File: src/rtl/button_word_loader.sv
// Serial-to-parallel word assembler for button entry.
// Each enable pulse shifts one data-button bit into a partial word. A completed
// word is held on word_o with valid_o until the downstream loader accepts it.
module button_word_loader #(
  parameter int unsigned WIDTH_P     = 8,
  parameter bit          MSB_FIRST_P = 1'b1
) (
  input  logic                         clk_i,
  input  logic                         reset_n_i,
  input  logic                         bit_valid_i,
  input  logic                         bit_i,
  input  logic                         clear_i,
  output logic [WIDTH_P-1:0]           word_o,
  output logic                         valid_o,
  input  logic                         ready_i,
  output logic [WIDTH_P-1:0]           partial_o,
  output logic [$clog2(WIDTH_P+1)-1:0] count_o,
  output logic                         overrun_o
);

  localparam int unsigned CountW = $clog2(WIDTH_P + 1);
  localparam logic [CountW-1:0] LastCount = CountW'(WIDTH_P - 1);

  typedef enum logic [0:0] {StCollect, StFull} state_e;

  state_e              state_q;
  logic [WIDTH_P-1:0]  partial_q;
  logic [WIDTH_P-1:0]  word_q;
  logic [CountW-1:0]   count_q;
  logic                valid_q;
  logic                overrun_q;
  logic [WIDTH_P-1:0]  shifted;

  // Partial word with the incoming bit shifted in, in the configured bit order.
  always_comb begin
    shifted = partial_q;
    if (MSB_FIRST_P) begin
      shifted = {partial_q[WIDTH_P-2:0], bit_i};
    end else begin
      shifted = {bit_i, partial_q[WIDTH_P-1:1]};
    end
  end

  // Collect/full state machine with all outputs registered.
  always_ff @(posedge clk_i or negedge reset_n_i) begin
    if (!reset_n_i) begin
      state_q   <= StCollect;
      partial_q <= '0;
      word_q    <= '0;
      count_q   <= '0;
      valid_q   <= 1'b0;
      overrun_q <= 1'b0;
    end else if (clear_i) begin
      // word_q is kept so the display still shows the last accepted word.
      state_q   <= StCollect;
      partial_q <= '0;
      count_q   <= '0;
      valid_q   <= 1'b0;
      overrun_q <= 1'b0;
    end else begin
      unique case (state_q)
        StCollect: begin
          if (bit_valid_i) begin
            if (count_q == LastCount) begin
              word_q    <= shifted;
              valid_q   <= 1'b1;
              partial_q <= '0;
              count_q   <= '0;
              state_q   <= StFull;
            end else begin
              partial_q <= shifted;
              count_q   <= count_q + CountW'(1);
            end
          end
        end
        StFull: begin
          if (ready_i) begin
            valid_q <= 1'b0;
            state_q <= StCollect;
            // A bit arriving with the handshake starts the next word.
            if (bit_valid_i) begin
              partial_q <= shifted;
              count_q   <= CountW'(1);
            end
          end else if (bit_valid_i) begin
            overrun_q <= 1'b1;
          end
        end
        default: state_q <= StCollect;
      endcase
    end
  end

  assign word_o    = word_q;
  assign valid_o   = valid_q;
  assign partial_o = partial_q;
  assign count_o   = count_q;
  assign overrun_o = overrun_q;

endmodule

File: config.mk
export PLATFORM = sky130hd
export DESIGN_NAME = button_word_loader
export DESIGN_NICKNAME = d
export VERILOG_FILES = /design/src/rtl/button_word_loader.sv
export SDC_FILE = /design/constraint.sdc
export NUM_CORES = 1
export LEC_CHECK = 0
export ABC_AREA = 1
export CAP_MARGIN = 0
export CORE_ASPECT_RATIO = 1.1
export CORE_MARGIN = 2
export CORE_UTILIZATION = 45
export CTS_CLUSTER_DIAMETER = 80
export DETAILED_ROUTE_END_ITERATION = 16
export GPL_ROUTABILITY_DRIVEN = 0
export PLACE_DENSITY = 0.74
export REMOVE_ABC_BUFFERS = 1
export SLEW_MARGIN = 20
export SYNTH_ARGS = -nofsm -noshare
export SYNTH_HDL_FRONTEND = slang
export SYNTH_SLANG_ARGS = --single-unit
File: constraint.sdc
create_clock -name clk_i -period 1.86 [get_ports clk_i]
set_input_delay 0.186 -clock clk_i [delete_from_list [all_inputs] [get_ports clk_i]]
set_output_delay 0.186 -clock clk_i [all_outputs]
set_load 0.005 [all_outputs]
==> results.json, run 1 <==
{
  "status": "finished clean",
  "fill_cells": 204,
  "crit_buf_inv": 1,
  "grt_pass1_vias": 870,
  "post_cts_buffers": 0,
  "max-vdd-ir-drop_mv": 0.4652,
  "power.switching_w": 0.0002173,
  "io_pins": 28,
  "grt_max_degree": 25,
  "dpl.hpwl_um": 1470,
  "drt-total-wl_um": 2064,
  "diodes": 0,
  "path_delay_family": "buffers and inverters",
  "multi_input_area_um2": 426.7,
  "ff_latch_area_um2": 575.6,
  "ys_top_cells_by_count": "nand2_1, dfrtp_1, inv_1, nor2_1, o21ai_2",
  "top_usage_layer": "met2",
  "holdBufCountCts": 0,
  "clock_skew_ns": 0.005952,
  "synthCells": 130,
  "tightest_slew_ns": 0.4508,
  "rsz0062_at_grt": "false",
  "cts_buffers": 3,
  "ys_ff_latch": 23,
  "firstDrtPassIters": 4,
  "ant_nets": 0,
  "initial_utilization_pct": 48.24,
  "die-area_mm2": 0.002850,
  "cts_resized": 0,
  "grt_pass1_wl_um": 3622,
  "fin_crit_sh_pct": 82.37,
  "globalRouteMet3Util_pct": 4.301,
  "cellPowerDensity_mw_per_mm2": 617.5,
  "finalSetupViolations": 0,
  "drtIter0Drc": 18,
  "syn_avg_cell_area_um2": 8.441,
  "p_clk_share_pct": 25.7,
  "setup.worst_path.end_class": "primary output",
  "fp.dieH_um": 55.79,
  "cts.clk_slew.worst_paths_ns": 0.12,
  "cp_max_fo": 5,
  "grt_overflow": 0,
  "insertion_delay_ns": 0.31,
  "post-route-util_pct": 62.05,
  "use_met2_pct": 26.35,
  "drive_above_1_share_pct": 11.95,
  "clock_sinks": 23,
  "period_needed_ns": 1.532,
  "crit_arrival_ns": 1.35,
  "cts_htree_levels": 1,
  "cp_slowest_cell": "clkdlybuf4s50_1",
  "worstPathCellList": "clkdlybuf4s50_1",
  "synth_area_leader_cell": "dfrtp_1",
  "synth-edff-count": 0,
  "synth_most_common_cell": "nand2_1",
  "vias": 886,
  "die_x_um": 51.08,
  "synth_flop_cell": "dfrtp_1",
  "leakagePower_nw": 0.6706,
  "synthArstFlopShare_pct": 100.0,
  "drc": 0,
  "switching_share_pct": 24.93,
  "internal-power_w": 0.0006543,
  "use_met1_pct": 20.80,
  "p_seq_share_pct": 61.3,
  "hold_path.class": "input port to asynchronous set/reset pin",
  "drv_slew": 0,
  "synthesis.area_mm2": 0.001097,
  "worst_ep_required_time_ns": 1.67,
  "clockBufferDepth": 2,
  "finalHoldViolCount": 0,
  "ys_types": 17,
  "ys_seq_area_share_pct": 52.45,
  "cts_tree": "yes",
  "areaGrowthSynthToFinish_pct": 28.62,
  "yosysTopAreaCellShare_pct": 52.45,
  "coreArea_mm2": 0.002275,
  "grt_use_total_pct": 16.37,
  "synth.top_cells.by_area": "dfrtp_1, nand2_1, o21ai_2",
  "finalNetCount": 167,
  "rrSetupSlack_ns": 0.36,
  "p_comb_share_pct": 12.9,
  "finalSetupTns_ns": 0,
  "timing.fmax_mhz": 652.7,
  "max_slew_margin_pct": 69.95,
  "ctsRootBufferMaster": "clkbuf_4",
  "fp-row-count": 18,
  "wl_per_cell_um": 10.92,
  "port_buffers": 27,
  "yosysWarnings": 0,
  "worstSetupPathType": "flip-flop to primary output",
  "viasPerCell": 4.688,
  "max_cap_viol_count": 0,
  "antenna_found_initial": 0,
  "critPathLaunchType": "flip-flop",
  "whs_ns": 0.2207,
  "cpPeakStageDelay_ns": 0.55
}
## registers in the layout (all words and copies together), names as in the netlist
register,flops
word_o,8
valid_o,1
partial_o,8
overrun_o,1
state_q,1
count_o,4
## logic make-up (layout without fill, tap and decap cells)
group	Yosys count	count (layout)	share of synthesized area [%]
buffers and inverters	21	50	8.665
and+or+nand+nor	71	71	28.28
adders and majority gates	1	1	1.140
DFF	23	23	52.45
AOI/OAI and AO/OA	14	14	9.464
## power groups by stage
| stage | Sequential (W) | Combinational, W | Clock (W) |
|---|---|---|---|
| 2_1_floorplan | 0.000542 | 0.0000474 | 0 |
| 3_3_place_gp | 0.000543 | 0.000114 | 0 |
| 3_5_place_dp | 0.000543 | 0.000114 | 0 |
| 4_1_cts | 0.000534 | 0.000115 | 0.000230 |
| 5_1_grt | 0.000537 | 0.000128 | 0.000258 |
| 6_report | 0.000534 | 0.000113 | 0.000224 |
## routing by layer
metal,up-vias,part of all wire (%)
met4,0,1.5
met3,5,5.9
li1,453,-
met5,-,0
met1,398,47
met2,30,45
## layout by cell type, fill, tap and decap left out, types with 2 or more instances in the layout
| cell type | count |
|---|---|
| nor2_1 | 13 |
| o21ai_2 | 8 |
| o21ai_0 | 4 |
| nand2_2 | 3 |
| clkdlybuf4s50_1 | 27 |
| nand4_1 | 2 |
| inv_1 | 18 |
| nand2_1 | 47 |
| dfrtp_1 | 23 |
| clkbuf_4 | 3 |
| nand3_1 | 3 |
## area by class of cell
| type | count | area share (%) |
|---|---|---|
| flip-flops and latches | 23 | 40.78 |
| multi-input cells | 86 | 30.23 |
| repair buffers | 28 | 19.68 |
| inverters | 18 | 4.787 |
| well taps | 30 | 2.660 |
| clock buffers | 4 | 1.862 |
## worst paths after layout
kind | from | endpoint | cells after the start
max | count_o[3] | count_o[3] | 1
min | reset_n_i | word_o[6] | 2
max reg2reg | count_o[0] | partial_o[2] | 6
min reg2reg | word_o[1] | word_o[1] | 2
max in group asynchronous | reset_n_i | word_o[3] | 2
min in group clk_i | bit_i | word_o[0] | 3
## stage by stage
stage	power (W)	cells	setup slack, ns	instance area [um^2]
2_1_floorplan	0.0005897	127	0.5555	1070
3_3_place_gp	0.0006567	185	0.2663	1385
3_5_place_dp	0.0006579	185	0.2584	1385
4_1_cts	0.0008793	189	0.3264	1411
5_1_grt	0.0009221	189	0.2105	1411
6_report	0.0008715	189	0.3280	1411
No activity file was read; power rests on OpenSTA's default activity.
==> run 2: changes to the inputs <==
- clock period: 1.86 -> 1.51 ns (I/O delays scaled with it)
==> results.json, run 2 (synthesis gave the netlist of run 1 again) <==
{
  "status": "finished clean",
  "max_slew_margin_pct": 80.11,
  "rrSetupSlack_ns": 0.12,
  "drtIter0Drc": 15,
  "ant_nets": 0,
  "grt_pass1_wl_um": 3898,
  "leakagePower_nw": 0.7223,
  "instances_no_fill": 196,
  "layout_setup_ws_ns": 0.07184,
  "finalSetupViolations": 0,
  "finalNetCount": 174,
  "tightest_slew_ns": 0.2983,
  "initial_utilization_pct": 48.24,
  "grt_overflow": 0,
  "fp-row-count": 18,
  "grt_max_degree": 25,
  "finalHoldViolCount": 0,
  "timing.fmax_mhz": 695.3,
  "layout_common_cells": "nand2_1, clkdlybuf4s50_1, dfrtp_1",
  "setup.worst_path.end_class": "primary output",
  "ctsRootBufferMaster": "clkbuf_4",
  "finalSetupTns_ns": 0,
  "cts.clk_slew.worst_paths_ns": 0.13,
  "crit_arrival_ns": 1.29,
  "drt-total-wl_um": 2193,
  "clockBufferDepth": 2,
  "cts_tree": "yes",
  "insertion_delay_ns": 0.31,
  "max_cap_viol_count": 0,
  "worstPathCellList": "buf_4 -> clkdlybuf4s50_1",
  "worstSetupPathType": "flip-flop to primary output",
  "cpPeakStageDelay_ns": 0.49,
  "drive_above_1_share_pct": 17.47,
  "vias": 946,
  "critPathLaunchType": "flip-flop",
  "worst_ep_required_time_ns": 1.36,
  "cp_max_fo": 4,
  "coreArea_mm2": 0.002275,
  "rr_startpoint": "count_o[0]",
  "cp_slowest_cell": "clkdlybuf4s50_1",
  "antenna_found_initial": 0,
  "grt_use_total_pct": 17.80,
  "port_buffers": 27,
  "crit_buf_inv": 2,
  "max-vdd-ir-drop_mv": 0.6810,
  "clock_skew_ns": 0.006491,
  "holdBufCountCts": 0,
  "path_delay_family": "buffers and inverters",
  "firstDrtPassIters": 4,
  "whs_ns": 0.1859,
  "fp.dieH_um": 55.79,
  "io_pins": 28,
  "cts_htree_levels": 1,
  "hold_path.class": "input port to asynchronous set/reset pin",
  "dpl.hpwl_um": 1573,
  "cellPowerDensity_mw_per_mm2": 741.5,
  "period_needed_ns": 1.438,
  "grt_pass1_vias": 905,
  "wl_per_cell_um": 11.19,
  "fin_crit_sh_pct": 95.24,
  "die-area_mm2": 0.002850,
  "post-place-cells": 192,
  "cts_buffers": 3,
  "drc": 0,
  "layout_commonest_cell": "nand2_1",
  "areaGrowthSynthToFinish_pct": 35.80,
  "drv_slew": 0,
  "viasPerCell": 4.827,
  "rr_worst_depth": 6,
  "rsz0062_at_grt": "false",
  "die_x_um": 51.08,
  "clock_sinks": 23,
  "diodes": 0,
  "pre_cts_ws_ns": 0.05757,
  "r2r-end": "word_o[4]"
}
## run 2: how the worst max path moves through the flow
stage,start,end,depth (start not counted)
6_report,count_o[1],count_o[1],2
5_1_grt,count_o[1],count_o[1],2
4_1_cts,count_o[3],count_o[3],1
3_5_place_dp,clear_i,word_o[3],5
3_3_place_gp,clear_i,word_o[1],5
2_1_floorplan,count_o[0],word_o[0],6
## run 2: what timing repair did
item                       CTS  global route
setup endpoints to repair    0             9
gates resized for setup      0             4
setup buffers                0             0
## run 2: metal layers
layer / global-route usage, % / part of all wire (%) / up-vias / wire [um]
li1: - / - / 472 / -
met1: 21.97 / 46 / 444 / 1003
met2: 29.13 / 47 / 25 / 1024
met3: 4.839 / 5.9 / 5 / 129
met4: 6.950 / 1.6 / 0 / 35
met5: 0 / 0 / - / 0
## run 2: metrics by stage
| stage | area, um^2 | util [%] | total power [W] |
|---|---|---|---|
| 2_1_floorplan | 1070 | - | 0.0007264 |
| 3_3_place_gp | 1450 | 63.75 | 0.0008294 |
| 3_5_place_dp | 1450 | 63.75 | 0.0008355 |
| 4_1_cts | 1478 | 64.96 | 0.001124 |
| 5_1_grt | 1490 | 65.51 | 0.001170 |
| 6_report | 1490 | 65.51 | 0.001105 |
## run 2: final cells by class
type | count | area (um^2)
flip-flops and latches | 23 | 578.1
well taps | 30 | 37.54
clock inverters | 1 | 5.005
multi-input cells | 86 | 434.2
inverters | 18 | 67.56
repair buffers | 35 | 345.3
clock buffers | 3 | 22.52
fillers | 208 | 784.5
## run 2: power breakdown
group	leakage, nW	internal, W	switching, W	total (W)
Combinational	0.391	0.0000871	0.0000831	0.000170
Clock	0.0177	0.0000990	0.000184	0.000283
Sequential	0.314	0.000636	0.0000159	0.000652
